<file path="src/rtl/fetch_pkg.sv">
`default_nettype none
// ============================================================================
// Module      : fetch_pkg
// Description : Shared constants and the instruction-buffer entry type for
//               the fetch front end.
// Revision    : 1.0 - initial release
// ============================================================================
package fetch_pkg;

    localparam logic [31:0] DEFAULT_RESET_VECTOR = 32'h0000_0000;
    localparam logic [31:0] INSTR_BUBBLE         = 32'h0000_0000;
    localparam logic [31:0] PC_STEP              = 32'd4;

    typedef struct packed {
        logic [31:0] pc;
        logic [31:0] instr;
    } fetch_entry_t;

endpackage : fetch_pkg
`default_nettype wire

</file>
<file path="src/rtl/fetch_fifo.sv">
`default_nettype none
// ============================================================================
// Module      : fetch_fifo
// Description : Synchronous FIFO of fetched {pc, instr} entries with a flush
//               that takes priority over push. FIFO_DEPTH: power of two, >= 2.
// Revision    : 1.0 - initial release
// ============================================================================
module fetch_fifo
    import fetch_pkg::*;
#(
    parameter int FIFO_DEPTH = 2
) (
    input  logic                              clk,
    input  logic                              rst_n,
    input  logic                              i_push,
    input  logic                              i_pop,
    input  logic                              i_flush,
    input  fetch_entry_t                      i_wr_entry,
    output fetch_entry_t                      o_rd_entry,
    output logic [$clog2(FIFO_DEPTH):0]       o_count,
    output logic                              o_empty
);

    localparam int PTR_W = $clog2(FIFO_DEPTH);
    localparam int CNT_W = PTR_W + 1;

    fetch_entry_t       r_mem [FIFO_DEPTH];
    logic [PTR_W-1:0]   r_wr_ptr;
    logic [PTR_W-1:0]   r_rd_ptr;
    logic [CNT_W-1:0]   r_count;

    logic               w_full;
    logic               w_do_push;
    logic               w_do_pop;

    assign w_full    = (r_count == CNT_W'(FIFO_DEPTH));
    assign o_empty   = (r_count == '0);
    assign o_count   = r_count;
    assign w_do_pop  = i_pop & ~o_empty & ~i_flush;
    // A simultaneous pop frees the slot, so push is accepted even when full.
    assign w_do_push = i_push & (~w_full | w_do_pop) & ~i_flush;

    assign o_rd_entry = r_mem[r_rd_ptr];

    always_ff @(posedge clk or negedge rst_n) begin
        if (!rst_n) begin
            r_wr_ptr <= '0;
            r_rd_ptr <= '0;
            r_count  <= '0;
        end else if (i_flush) begin
            r_wr_ptr <= '0;
            r_rd_ptr <= '0;
            r_count  <= '0;
        end else begin
            if (w_do_push) begin
                r_wr_ptr <= r_wr_ptr + PTR_W'(1);
            end
            if (w_do_pop) begin
                r_rd_ptr <= r_rd_ptr + PTR_W'(1);
            end
            r_count <= r_count + CNT_W'(w_do_push) - CNT_W'(w_do_pop);
        end
    end

    always_ff @(posedge clk) begin
        if (w_do_push) begin
            r_mem[r_wr_ptr] <= i_wr_entry;
        end
    end

endmodule : fetch_fifo
`default_nettype wire

</file>
<file path="src/rtl/pc_fetch_unit.sv">
`default_nettype none
// ============================================================================
// Module      : pc_fetch_unit
// Description : PC owner and instruction fetch front end feeding IF/ID.
//               Define FETCH_PERF_EN to add perf_fetched/perf_bubbles counters.
// Revision    : 1.0 - initial release
// ============================================================================
module pc_fetch_unit
    import fetch_pkg::*;
#(
    parameter logic [31:0] RESET_VECTOR = DEFAULT_RESET_VECTOR,
    parameter int          FIFO_DEPTH   = 2
) (
    input  logic        clk,
    input  logic        rst_n,
    input  logic        jal,
    input  logic        jalr,
    input  logic        branch_out,
    input  logic [31:0] redirect_target,
    input  logic        load,
    output logic        imem_req_valid,
    output logic [31:0] imem_req_addr,
    input  logic        imem_req_ready,
    input  logic        imem_rsp_valid,
    input  logic [31:0] imem_rsp_data,
    output logic        fetch_valid,
    output logic [31:0] instr_out,
    output logic [31:0] pc_prev_address
`ifdef FETCH_PERF_EN
    ,
    output logic [31:0] perf_fetched,
    output logic [31:0] perf_bubbles
`endif
);

    localparam int CNT_W = $clog2(FIFO_DEPTH) + 1;

    logic [31:0]        r_pc;
    logic [31:0]        r_pend_pc;
    logic               r_outstanding;
    logic               r_drop;

    logic               w_redirect;
    logic [31:0]        w_target;
    logic               w_req_fire;
    logic               w_push;
    logic               w_pop;
    logic               w_empty;
    logic [CNT_W-1:0]   w_count;
    fetch_entry_t       w_wr_entry;
    fetch_entry_t       w_head;

    assign w_redirect = jal | jalr | branch_out;
    assign w_target   = redirect_target & 32'hFFFF_FFFC;

    // rst_n gating keeps the request low while reset is held.
    assign imem_req_valid = rst_n & ~w_redirect & ~r_outstanding
                          & (w_count < CNT_W'(FIFO_DEPTH));
    assign imem_req_addr  = r_pc;
    assign w_req_fire     = imem_req_valid & imem_req_ready;

    assign w_push     = imem_rsp_valid & ~r_drop & ~w_redirect;
    assign w_wr_entry = '{pc: r_pend_pc, instr: imem_rsp_data};

    assign fetch_valid     = ~w_empty;
    assign w_pop           = fetch_valid & ~load & ~w_redirect;
    assign instr_out       = w_empty ? INSTR_BUBBLE : w_head.instr;
    assign pc_prev_address = w_empty ? 32'h0 : w_head.pc;

    always_ff @(posedge clk or negedge rst_n) begin
        if (!rst_n) begin
            r_pc          <= RESET_VECTOR;
            r_pend_pc     <= RESET_VECTOR;
            r_outstanding <= 1'b0;
            r_drop        <= 1'b0;
        end else begin
            if (w_redirect) begin
                r_pc <= w_target;
            end else if (w_req_fire) begin
                r_pc <= r_pc + PC_STEP;
            end

            if (w_req_fire) begin
                r_pend_pc     <= r_pc;
                r_outstanding <= 1'b1;
            end else if (imem_rsp_valid) begin
                r_outstanding <= 1'b0;
            end

            // A response always retires the drop; otherwise a redirect over an
            // in-flight request marks that response as wrong-path.
            if (imem_rsp_valid) begin
                r_drop <= 1'b0;
            end else if (w_redirect && r_outstanding) begin
                r_drop <= 1'b1;
            end
        end
    end

    fetch_fifo #(
        .FIFO_DEPTH (FIFO_DEPTH)
    ) u_fetch_fifo (
        .clk        (clk),
        .rst_n      (rst_n),
        .i_push     (w_push),
        .i_pop      (w_pop),
        .i_flush    (w_redirect),
        .i_wr_entry (w_wr_entry),
        .o_rd_entry (w_head),
        .o_count    (w_count),
        .o_empty    (w_empty)
    );

`ifdef FETCH_PERF_EN
    logic [31:0] r_perf_fetched;
    logic [31:0] r_perf_bubbles;

    always_ff @(posedge clk or negedge rst_n) begin
        if (!rst_n) begin
            r_perf_fetched <= '0;
            r_perf_bubbles <= '0;
        end else begin
            if (w_pop && (r_perf_fetched != 32'hFFFF_FFFF)) begin
                r_perf_fetched <= r_perf_fetched + 32'd1;
            end
            if (!fetch_valid && !load && (r_perf_bubbles != 32'hFFFF_FFFF)) begin
                r_perf_bubbles <= r_perf_bubbles + 32'd1;
            end
        end
    end

    assign perf_fetched = r_perf_fetched;
    assign perf_bubbles = r_perf_bubbles;
`endif

endmodule : pc_fetch_unit
`default_nettype wire
</file>
<file path="config.mk">
export PLATFORM = sky130hd
export DESIGN_NAME = pc_fetch_unit
export DESIGN_NICKNAME = d
export VERILOG_FILES = /design/src/rtl/fetch_pkg.sv /design/src/rtl/fetch_fifo.sv /design/src/rtl/pc_fetch_unit.sv
export SDC_FILE = /design/constraint.sdc
export NUM_CORES = 1
export LEC_CHECK = 0
export BUFFER_PORTS_ARGS = -buffer_cell sky130_fd_sc_hd__buf_2
export CORE_ASPECT_RATIO = 0.7
export CORE_MARGIN = 4
export CORE_UTILIZATION = 45
export CTS_CLUSTER_DIAMETER = 200
export DETAILED_ROUTE_END_ITERATION = 12
export MAX_ROUTING_LAYER = met4
export PLACE_DENSITY = 0.71
export SLEW_MARGIN = 20
export SYNTH_ARGS = -nofsm -noshare
export SYNTH_HDL_FRONTEND = slang
export SYNTH_SLANG_ARGS = --single-unit
</file>
<file path="constraint.sdc">
create_clock -name clk -period 5.7 [get_ports clk]
set_clock_uncertainty 0.05 [all_clocks]
set_input_delay 0.57 -clock clk [delete_from_list [all_inputs] [get_ports clk]]
set_output_delay 0.57 -clock clk [all_outputs]
set_load 0.01 [all_outputs]
</file>
==> results.md <==
- Status: finished clean
- Synth Area in Compound Gates: 0.0356
- DRT Pass-1 Iters: 5
- IO buf count: 163
- Mux contribution to synthesized area: 0.116
- Full die area: roughly 20000 um2
- Post-synth top cells: edfxtp_1 (124), nor2_1 (80), dfrtp_1 (66)
- Multi-input gate area in the final layout: between 2000 and 2500 um2
- Post-CTS sizing: 0
- Yosys top cell area share: 0.475
- Fraction of registers with async set/reset: 0.347
- Simple-gate share of the synthesized area: 0.113
- WHS Path Cells: 1
- Worst path arrival time: 3.09 ns
- Final #Nets: between 800 and 900
- Average wire per standard cell: approximately 18 um
- Routability Congestion: 0.842
- Worst r2r dst: u_fetch_fifo.r_mem[0][48]
- R2R Setup Slk: 2.86 ns
- Xor-xnor portion of the synthesized cell area: 0.0223
- Top_reg_cell synth: edfxtp_1
- Core Box Area: 17100 um2
- Post-DP HPWL: roughly 12 mm
- Total CTS buffers: 17
- Final worst-path cycle share: 0.538
- Initial core utilization: 0.458
- Cell area after synthesis: around 7800 um2
- RSZ-0062 raised after global routing: false
- DRC errors left: 0
- Worst-case clock buffer depth: 2
- Max-cap violations: 0
- Filler cells: 1437
- Setup TNS: 0 ns
- Ranking of synthesized cells by area: edfxtp_1 (47%), dfrtp_1 (21%), mux2i_1 (8.2%)
- Sink Count: 190
- Pins over their slew limit: 0
- DRT Wirelength: between 15 and 20 mm
- Io pins: 170
- Die Wd: around 170 um
- Routed via count: 5093
- Register area: 5380 um2
- # H-tree levels: 4
- Worst R2R Start: u_fetch_fifo.o_count[1]
- Initial antenna violation count: 1
- GR Overflow Total: 0
- Synth unique cells: 43
- Leakage: 0.00379 uW
- Final design utilization: 0.556
- Area Growth Syn to Fin: 21.2%
- Die H: between 100 and 150 um
- Tmin final: 3.07 ns
- Clock Tree Root: clkbuf_16
- CTS tree: done
- Worst Hold Launch: imem_rsp_data[22]
- Largest net degree at the start of global routing: 65
- Slew headroom: 0.290
- Clock transition at path regs: 0.07 ns
- Ys Warns: 0
- Hold/Removal Path Class: input port to register
- Worst slew pin tran: 1.05 ns
- DRT antenna net count: 0
- Post-synth EDFFs: between 100 and 150
- Final hold violations: 0
- Critical Path End Type: register
- Adder-cell share of the synthesized area: 0.00478
- All-Layer GR Usage: 0.184
- Fmax: 326 MHz
- Vias/cell: just over 5
- Post-CTS Setup Bufs: 0
- Power density over the cells: 315 nW/um2
- Synthesized instance count: 580
- Max VDD drop: 0.171 mV
- Number of global-route vias before repair: about 5100
- Main combinational cell family by area after synthesis: multiplexers
- Worst reg-to-reg path cell count: 3
- Layout cell share with drive strength beyond 1: 0.309
- Rows: 40
- Setup Crit Path Kind: input port to register
- Critical Path Fanout Max: 35
- Crit path required time: roughly 5.7 ns
- Synth Register Bits: 190
- Most frequent cell after synthesis: edfxtp_1
- Final Setup Violations: 0
- Seq/Total Area, Yosys: 0.685
- First-pass GRT wire length: between 20 and 30 mm
- First-iteration detailed-routing DRC count: 375
- Cell taking the most area after synthesis: edfxtp_1
- Worst Hold Endpoint: u_fetch_fifo.r_mem[0][22]
- Clk_lat worst skew: 0.43 ns
- Synth Area per Inst: 13.5 um2
- CP Launch Type: input port
[timing repair]
action | 4_1_cts | 5_1_grt
setup endpoints to repair | 0 | 0
hold buffers | 1 | 0
hold endpoints to repair | 12 | 0
[sequential cells by signal, indices dropped and copies added (netlist names)]
name                   cells
u_fetch_fifo.r_mem       124
imem_req_addr             30
r_pend_pc                 30
u_fetch_fifo.o_count       2
r_drop                     1
r_outstanding              1
u_fetch_fifo.r_rd_ptr      1
u_fetch_fifo.r_wr_ptr      1
[layout by cell type, fill, tap and decap left out, types with 7 or more instances in the layout]
master	count
mux2i_1	64
mux2_2	24
o21ai_0	27
nand4_1	10
nand3_1	16
xor2_1	10
nand2_1	44
a31oi_1	7
dfrtp_1	65
inv_1	10
buf_4	7
clkbuf_16	17
nor2_1	79
edfxtp_1	124
buf_2	162
xnor2_1	10
[how the worst max path moves through the flow]
stage,from,to,slack [ns],depth (start not counted)
floorplan,branch_out,u_fetch_fifo.r_mem[0][0],0.93,3
global placement,branch_out,u_fetch_fifo.r_mem[0][44],2.22,5
detailed placement,branch_out,u_fetch_fifo.r_mem[0][46],2.17,5
CTS,branch_out,u_fetch_fifo.r_mem[0][48],2.62,5
global route,branch_out,u_fetch_fifo.r_mem[0][50],2.47,5
finish,branch_out,u_fetch_fifo.r_mem[0][48],2.63,5
[cell type report]
| type | instances | area share |
|---|---|---|
| multi-input combinational | 351 | 0.244 |
| sequential | 190 | 0.566 |
| antenna | 1 | 0.000263 |
| tap | 231 | 0.0304 |
| inverter | 10 | 0.00395 |
| clock inverter | 15 | 0.0162 |
| clock buffer | 17 | 0.0447 |
| timing repair buffer | 171 | 0.0947 |
[metrics by stage]
| stage | total power (uW) | hold slack [ns] | std cells | instance area (um2) | worst slack, ns |
|---|---|---|---|---|---|
| after floorplan | 1770 | 0.224 | 583 | 7860 | 0.927 |
| after global placement | 1860 | 0.386 | 951 | 8890 | 2.22 |
| after detailed placement | 1870 | 0.391 | 951 | 8890 | 2.17 |
| after CTS | 3030 | 0.247 | 984 | 9480 | 2.62 |
| after global routing | 3120 | 0.251 | 986 | 9510 | 2.47 |
| final | 3000 | 0.274 | 986 | 9510 | 2.63 |
[metal layers]
metal	track usage	vias up	part of all wire
li1	-	2415	-
met1	0.244	2499	0.46
met2	0.274	159	0.46
met3	0.0595	20	0.074
met4	0.0531	0	0.013
met5	-	-	0
[cells by family after synthesis]
group | Yosys count
flops | 190
simple gates | 188
mux | 88
compound gates | 48
buf+inv | 42
xor+xnor | 20
fa+ha+maj | 3
other cells | 1
[power breakdown]
part           internal [uW]  total (uW)  switching, uW
Sequential              1590        1660           71.2
Combinational           90.3         187           96.5
Clock                    618        1160            537
[critical path, cell delays in order]
cell and delay (ns):
buf_2 0.11, or3_1 0.45, a311oi_1 0.54, nor2b_4 0.80, buf_4 0.58
Note: power is estimated with default switching activity, not from simulation.
